$ cat config.mk
export PLATFORM = sky130hd
export DESIGN_NAME = apb_cmd_master
export DESIGN_NICKNAME = d
export VERILOG_FILES = /design/src/rtl/apb_cmd_pkg.sv /design/src/rtl/apb_cmd_wdog.sv /design/src/rtl/apb_cmd_master.sv
export SDC_FILE = /design/constraint.sdc
export NUM_CORES = 1
export LEC_CHECK = 0
export ABC_AREA = 1
export BUFFER_PORTS_ARGS = -buffer_cell sky130_fd_sc_hd__clkbuf_2
export CORE_ASPECT_RATIO = 0.7
export CORE_UTILIZATION = 30
export CTS_CLUSTER_DIAMETER = 30
export CTS_CLUSTER_SIZE = 25
export DETAILED_ROUTE_END_ITERATION = 10
export GPL_TIMING_DRIVEN = 1
export PLACE_DENSITY = 0.62
export REMOVE_ABC_BUFFERS = 1
export SLEW_MARGIN = 20
export SYNTH_ARGS = -nofsm -noshare
export SYNTH_HDL_FRONTEND = slang
export SYNTH_HIERARCHICAL = 1
export SYNTH_SLANG_ARGS = --single-unit
$ cat constraint.sdc
create_clock -name pclk -period 1.35 [get_ports pclk]
set_input_delay 0.0675 -clock pclk [delete_from_list [all_inputs] [get_ports pclk]]
set_output_delay 0.0675 -clock pclk [all_outputs]
set_load 0.1 [all_outputs]
$ cat src/rtl/apb_cmd_pkg.sv
// rtl/apb_cmd_pkg.sv - shared state encoding and watchdog width for apb_cmd_master
package apb_cmd_pkg;

  typedef enum logic [1:0] {
    ST_IDLE   = 2'd0,
    ST_SETUP  = 2'd1,
    ST_ACCESS = 2'd2,
    ST_RESP   = 2'd3
  } state_t;

  localparam int TMO_CNT_W = 16;

endpackage

$ cat src/rtl/apb_cmd_wdog.sv
// rtl/apb_cmd_wdog.sv - hung-slave counter; expire flags the last ACCESS cycle before abort
module apb_cmd_wdog
  import apb_cmd_pkg::*;
#(
  parameter int TIMEOUT_CYCLES = 1024
) (
  input  logic pclk,
  input  logic presetn,
  input  logic start,
  input  logic busy,
  input  logic pready,
  output logic expire
);

  localparam logic [TMO_CNT_W-1:0] LIMIT = TMO_CNT_W'(TIMEOUT_CYCLES - 1);

  logic [TMO_CNT_W-1:0] cnt;

  always_ff @(posedge pclk or negedge presetn) begin
    if (!presetn) begin
      cnt <= '0;
    end else if (start) begin
      cnt <= '0;
    end else if (busy && !pready) begin
      cnt <= cnt + TMO_CNT_W'(1);
    end
  end

  assign expire = busy & ~pready & (cnt == LIMIT);

endmodule

$ cat src/rtl/apb_cmd_master.sv
// rtl/apb_cmd_master.sv - valid/ready command stream to single APB4 transfers
// Optional hung-slave watchdog: APB_CMD_MASTER_TIMEOUT_EN
`ifndef P_ADDR_W
`define P_ADDR_W 32
`endif
`ifndef P_DATA_W
`define P_DATA_W 32
`endif
`ifndef P_STRB_W
`define P_STRB_W (DATA_W/8)
`endif

module apb_cmd_master
  import apb_cmd_pkg::*;
#(
  parameter int ADDR_W         = `P_ADDR_W,
  parameter int DATA_W         = `P_DATA_W,
  parameter int STRB_W         = `P_STRB_W,
  parameter int TIMEOUT_CYCLES = 1024
) (
  input  logic              pclk,
  input  logic              presetn,
  input  logic              cmd_valid,
  output logic              cmd_ready,
  input  logic [ADDR_W-1:0] cmd_addr,
  input  logic              cmd_write,
  input  logic [DATA_W-1:0] cmd_wdata,
  input  logic [STRB_W-1:0] cmd_wstrb,
  output logic              rsp_valid,
  input  logic              rsp_ready,
  output logic [DATA_W-1:0] rsp_rdata,
  output logic              rsp_err,
  output logic              rsp_timeout,
  output logic [ADDR_W-1:0] paddr,
  output logic              psel,
  output logic              penable,
  output logic              pwrite,
  output logic [DATA_W-1:0] pwdata,
  output logic [STRB_W-1:0] pstrb,
  input  logic              pready,
  input  logic [DATA_W-1:0] prdata,
  input  logic              pslverr
);

  state_t state, state_nxt;
  logic   ready_en;
  logic   accept;
  logic   expire;
  logic   finish;
  logic   unused_addr_lsb;

  // Holds cmd_ready low until the first edge after reset release.
  always_ff @(posedge pclk or negedge presetn) begin
    if (!presetn) ready_en <= 1'b0;
    else          ready_en <= 1'b1;
  end

  assign cmd_ready = ready_en & ((state == ST_IDLE) | ((state == ST_RESP) & rsp_ready));
  assign accept    = cmd_valid & cmd_ready;
  assign finish    = (state == ST_ACCESS) & (pready | expire);

`ifdef APB_CMD_MASTER_TIMEOUT_EN
  apb_cmd_wdog #(
    .TIMEOUT_CYCLES(TIMEOUT_CYCLES)
  ) u_wdog (
    .pclk    (pclk),
    .presetn (presetn),
    .start   (state == ST_SETUP),
    .busy    (state == ST_ACCESS),
    .pready  (pready),
    .expire  (expire)
  );

  always_ff @(posedge pclk or negedge presetn) begin
    if (!presetn)    rsp_timeout <= 1'b0;
    else if (finish) rsp_timeout <= ~pready;
  end
`else
  logic unused_timeout_cfg;

  assign expire             = 1'b0;
  assign rsp_timeout        = 1'b0;
  assign unused_timeout_cfg = (TIMEOUT_CYCLES == 0);
`endif

  assign unused_addr_lsb = ^cmd_addr[1:0];

  always_ff @(posedge pclk or negedge presetn) begin
    if (!presetn) state <= ST_IDLE;
    else          state <= state_nxt;
  end

  always_comb begin
    state_nxt = state;
    case (state)
      ST_IDLE:   if (accept) state_nxt = ST_SETUP;
      ST_SETUP:  state_nxt = ST_ACCESS;
      ST_ACCESS: if (finish) state_nxt = ST_RESP;
      ST_RESP: begin
        if (accept)         state_nxt = ST_SETUP;
        else if (rsp_ready) state_nxt = ST_IDLE;
      end
      default:   state_nxt = ST_IDLE;
    endcase
  end

  // APB strobes come straight from the next state so every bus output is a flop.
  always_ff @(posedge pclk or negedge presetn) begin
    if (!presetn) begin
      paddr     <= '0;
      pwrite    <= 1'b0;
      pwdata    <= '0;
      pstrb     <= '0;
      psel      <= 1'b0;
      penable   <= 1'b0;
      rsp_valid <= 1'b0;
      rsp_rdata <= '0;
      rsp_err   <= 1'b0;
    end else begin
      if (accept) begin
        paddr  <= {cmd_addr[ADDR_W-1:2], 2'b00};
        pwrite <= cmd_write;
        pwdata <= cmd_wdata;
        pstrb  <= cmd_write ? cmd_wstrb : '0;
      end
      psel    <= (state_nxt == ST_SETUP) | (state_nxt == ST_ACCESS);
      penable <= (state_nxt == ST_ACCESS);
      if (finish) begin
        rsp_valid <= 1'b1;
        rsp_rdata <= (pready && !pwrite) ? prdata : '0;
        rsp_err   <= pready ? pslverr : 1'b1;
      end else if ((state == ST_RESP) && rsp_ready) begin
        rsp_valid <= 1'b0;
      end
    end
  end

endmodule

* After elaboration in Yosys (flattened, before gate mapping)
Index checks and enable logic that the tools add are counted.
Storage, ports and cells: output and inout port bits 107, bits of input ports 107, logic and storage cells 37, register bits after elaboration 106
Cells by class: muxes and demuxes 10, bitwise gates (word level) 6, eq/ne operators 5, reductions and logical operators 5
Operator list (number):
- two-way mux 32 bit | 1
- two-way mux 2 bit | 4
- one-hot mux 2 bit (4 select lines) | 1
- == test 2 bit (second input constant) | 3
- AND 1 bit | 4
- == test 2 x 1 -> 1 bit (second input constant) | 2
- two-way mux 4 bit | 1
- two-way mux 1 bit | 3
- logical AND 1 bit | 2
- logical NOT 2 bit | 1
- bitwise OR 1 bit | 2
- nonzero test 2 bit | 1
- logical NOT 1 bit | 1

* Logic depth before layout (Yosys ltp)
depth in word-level cells 9, depth in mapped cells 9, depth with buffers taken out 8

* Worst setup path before layout
OpenSTA, ideal clock, no wires.
kind reg2out, start point register state[1], end point output cmd_ready, data required time 1.283 ns, setup slack -0.807 ns, arrival time 2.090 ns, cell stages (with the launch flop) 7, path buffers 1, cell sequence dfrtp_1 > inv_1 > nand2_1 > nand2_2 > buf_4 > inv_1 > nor2_1
On the way: longest elaborated chain between the ends 4, elaborated cells on any way between the ends 5, classes of those cells eq/ne (1); bitwise (3); reduce/logical (1)
RTL lines:
- start: declaration | line apb_cmd_master.sv:45 | state_t state, state_nxt;
- start signal: assignment | line apb_cmd_master.sv:90 | else state <= state_nxt;
- == test 2 bit | line apb_cmd_master.sv:58 | assign cmd_ready = ready_en & ((state == ST_IDLE) | ((state == ST_RESP) & rsp_ready));
- AND 1 bit | line apb_cmd_master.sv:58
- bitwise OR 1 bit (*) | line apb_cmd_master.sv:58
- AND 1 bit (*) | line apb_cmd_master.sv:58
- end: declaration | line apb_cmd_master.sv:24 | output logic cmd_ready,
Every way passes the cells marked *; elsewhere a longest branch is shown, timed or not.

* Worst setup path in the final report
start point register state[0], end point register psel
On the way: longest elaborated chain between the ends 9, elaborated cells on any way between the ends 17, classes of those cells eq/ne (5); mux (5); bitwise (6); reduce/logical (1)
RTL lines:
- == test 2 bit | line apb_cmd_master.sv:58, apb_cmd_master.sv:95
- AND 1 bit | line apb_cmd_master.sv:58
- bitwise OR 1 bit | line apb_cmd_master.sv:58
- AND 1 bit | line apb_cmd_master.sv:58
- AND 1 bit | line apb_cmd_master.sv:59 | assign accept = cmd_valid & cmd_ready;
- two-way mux 2 bit, on equally long branches | line apb_cmd_master.sv:100, apb_cmd_master.sv:96
- one-hot mux 2 bit (4 select lines) (*) | line apb_cmd_master.sv:95 | case (state)
- == test 2 x 1 -> 1 bit or == test 2 bit (tied branches) | line apb_cmd_master.sv:126 | psel <= (state_nxt == ST_SETUP) | (state_nxt == ST_ACCESS);
- bitwise OR 1 bit (*) | line apb_cmd_master.sv:126
- end signal: assignment | line apb_cmd_master.sv:126
- end: declaration | line apb_cmd_master.sv:35 | output logic psel,
Marks and branches as above. A chain may end at the register's enable or synchronous reset.

==> results.txt <==
CP endpoint kind = register
Highest fanout seen on the critical path = 4
Type of element launching the critical path = register
Number of design rule violations left after detail routing = 0
Number of diodes = 0
Number of H-tree levels = 3
Core Region = 0.0141 mm2
Via count of the routed design = 4428
Total wire length = 13600 um
DR pass1 iterations = 4
Number of max-cap violations = 0
GR Util All Layers = 17.3%
Growth of design area from synthesis to finish = 62.8%
Pin count of the biggest net entering global routing = 107
Clock input transition at the sequential cells of the worst setup and hold paths = 0.07 ns
Iteration-0 DRC Markers = 202
Arrival time at the worst endpoint = 1.64 ns
Hold path startpoint = prdata[19]
Wire length of the first global-routing pass = 20800 um
Clock Latency Late Sink = 0.34 ns
Chip Width = 146 um
Setup-failing EPs final = 15
Leftover overflow at the end of global routing = 0
Synth Warn # = 6
Final-stage net count = 884
Top-level port count = 214
Status = finished, violations left
Clock sink count = 106
TritonCTS buffer count = 9
Worst Slack Setup Final = -0.0589 ns
RSZ-0062 raised after global routing = yes
Time the final worst path needs with I/O delays and setup = 1.41 ns
Util after Layout = 50.4%
Antenna violations before repair = 0
Critical Setup Path Class = reg2reg
Launch instance of the worst register-to-register path = state[0]
Data required time at the worst endpoint = 1.58 ns
Clock root buffer = sky130_fd_sc_hd__clkbuf_16
TritonCTS clock tree = yes
Port buffer count = 208
Number of hold-slack violations in the final timing report = 0
Count of state elements after synthesis = 106
Post-DP HPWL = 8140 um
Cell row count = 36
Final count of pins violating max slew = 0
CP peak stage delay = 0.42 ns
Synthesized area per cell = 9.01 um2
Layout cells sized above 1 = 32.9%
Delay-heaviest family, CP = flip-flops
Worst slew margin = 60.9%
GPL Wtd Cong = 0.793
Worst setup path startpoint = state[0]
Number of global-route vias before repair = 4341
Worst Path Buf+Inv = 3
Number of stages on the worst hold path = 3
Worst reg2reg setup slack = -0.06 ns
Detailed-route wire length per cell = 14.0 um
Initial Util = 31.0%
Crit path top cell by count = sky130_fd_sc_hd__nand2_4
Count of distinct cell types in the synthesized netlist = 17
Post-DR vias/cell = 4.56
Full die area = 0.0150 mm2
Maximum clock insertion buffer count = 2
Netlist area before placement = 0.00435 mm2
Hold EP = rsp_rdata[19]
Capturing point of the worst reg2reg path = psel
Die extent in y = 103 um
Worst slew pin tran = 0.586 ns
Sequence of cells on the critical path = inv_2 > nand2_4 > nand2_4 > buf_6 > nand3_4 > nand2_2 > nand2_1 > ha_1 > inv_1
Cells on worst reg2reg path = 9
Aggregate negative setup slack = -0.227 ns
Sequential-to-total area share from yosys stat = 61.0%
Final clock skew = 0.00758 ns
Violated checks = setup timing
Tightest Hold Check Type = in2reg
Share of the clock period used by the worst path = 104%
Achievable clock frequency = 710 MHz
Detail Route Antenna Nets = 0
Master of the slowest instance on the critical path = sky130_fd_sc_hd__dfrtp_1
Highest-count cells in the layout ignoring fill and taps = sky130_fd_sc_hd__nand2_1 (206), sky130_fd_sc_hd__clkbuf_2 (206), sky130_fd_sc_hd__dfrtp_1 (105)
Gate count after technology mapping = 483
sequential cells by signal, indices dropped and copies added (netlist names):
register,cells
penable,1
pstrb,4
pwrite,1
state,2
ready_en,1
psel,1
rsp_valid,1
pwdata,32
rsp_rdata,32
rsp_err,1
paddr,30
cells by family (layout without fill, tap and decap cells):
family	Yosys count	count (layout)	share of synthesized area, %
buf+inv	56	351	6.01
other cells	2	4	0.173
fa+ha+maj	1	1	0.288
compound gates	34	34	3.91
simple gates	284	284	28.6
flops	106	106	61.0
layout make-up:
cell class,instances,area [um2]
fill,1309,6970
sequential,106,2650
timing repair buffer,323,2290
multi-input combinational,323,1500
clock buffer,11,253
tap,190,238
clock inverter,4,98.8
inverter,13,51.3
worst min-delay path, cell delays in order:
cell and delay, ns:
sky130_fd_sc_hd__clkbuf_2 0.08, sky130_fd_sc_hd__nand2_1 0.06, sky130_fd_sc_hd__o21ai_0 0.10
metrics by stage:
stage,instances,hold slack (ns),cell area (um2),setup slack (ns)
2_1_floorplan,442,-0.228,4150,-1.77
3_3_place_gp,851,0.181,5610,0.0109
3_5_place_dp,851,0.183,5610,-0.0565
6_report,970,0.0186,7080,-0.0589
5_1_grt,970,0.0120,7080,-0.115
4_1_cts,966,0.00111,6980,-0.0526
timing repair:
item | CTS | global route
endpoints found under the hold margin | 199 | 1
setup buffers | 6 | 1
resized for setup | 12 | 19
pin swaps | 3 | 3
hold buffers | 94 | 1
gates cloned | 0 | 2
endpoints found under the setup margin | 70 | 73
synth_stat cells:
cell type,count,area [um2]
sky130_fd_sc_hd__a21oi_1,1,5.00
sky130_fd_sc_hd__buf_1,1,3.75
sky130_fd_sc_hd__buf_2,17,85.1
sky130_fd_sc_hd__buf_4,6,45.0
sky130_fd_sc_hd__buf_6,1,11.3
sky130_fd_sc_hd__clkbuf_1,18,67.6
sky130_fd_sc_hd__conb_1,2,7.51
sky130_fd_sc_hd__dfrtp_1,106,2650
sky130_fd_sc_hd__ha_1,1,12.5
sky130_fd_sc_hd__inv_1,13,48.8
sky130_fd_sc_hd__nand2_1,211,792
sky130_fd_sc_hd__nand2_2,1,6.26
sky130_fd_sc_hd__nand3_1,3,15.0
sky130_fd_sc_hd__nand3_2,1,10.0
sky130_fd_sc_hd__nand4_1,67,419
sky130_fd_sc_hd__nor2_1,1,3.75
sky130_fd_sc_hd__o21ai_0,33,165
layer usage:
| layer | vias up | global-route usage [%] | share of wire, % |
|---|---|---|---|
| li1 | 2165 | - | - |
| met1 | 2090 | 21.6 | 45 |
| met2 | 155 | 30.4 | 49 |
| met3 | 18 | 3.72 | 4.9 |
| met4 | 0 | 5.43 | 1.4 |
| met5 | - | 0 | 0 |
worst max path at each step:
stage                            to  cells past startpoint
after detailed placement  paddr[16]                      6
final                          psel                      9
after global routing           psel                      9
after CTS                 cmd_ready                      6
after global placement         psel                      8
after floorplan                psel                      5
Power is left out: the tool's default activity adds up to more than one toggle a clock period on the data nets, which glitch-free logic cannot reach.
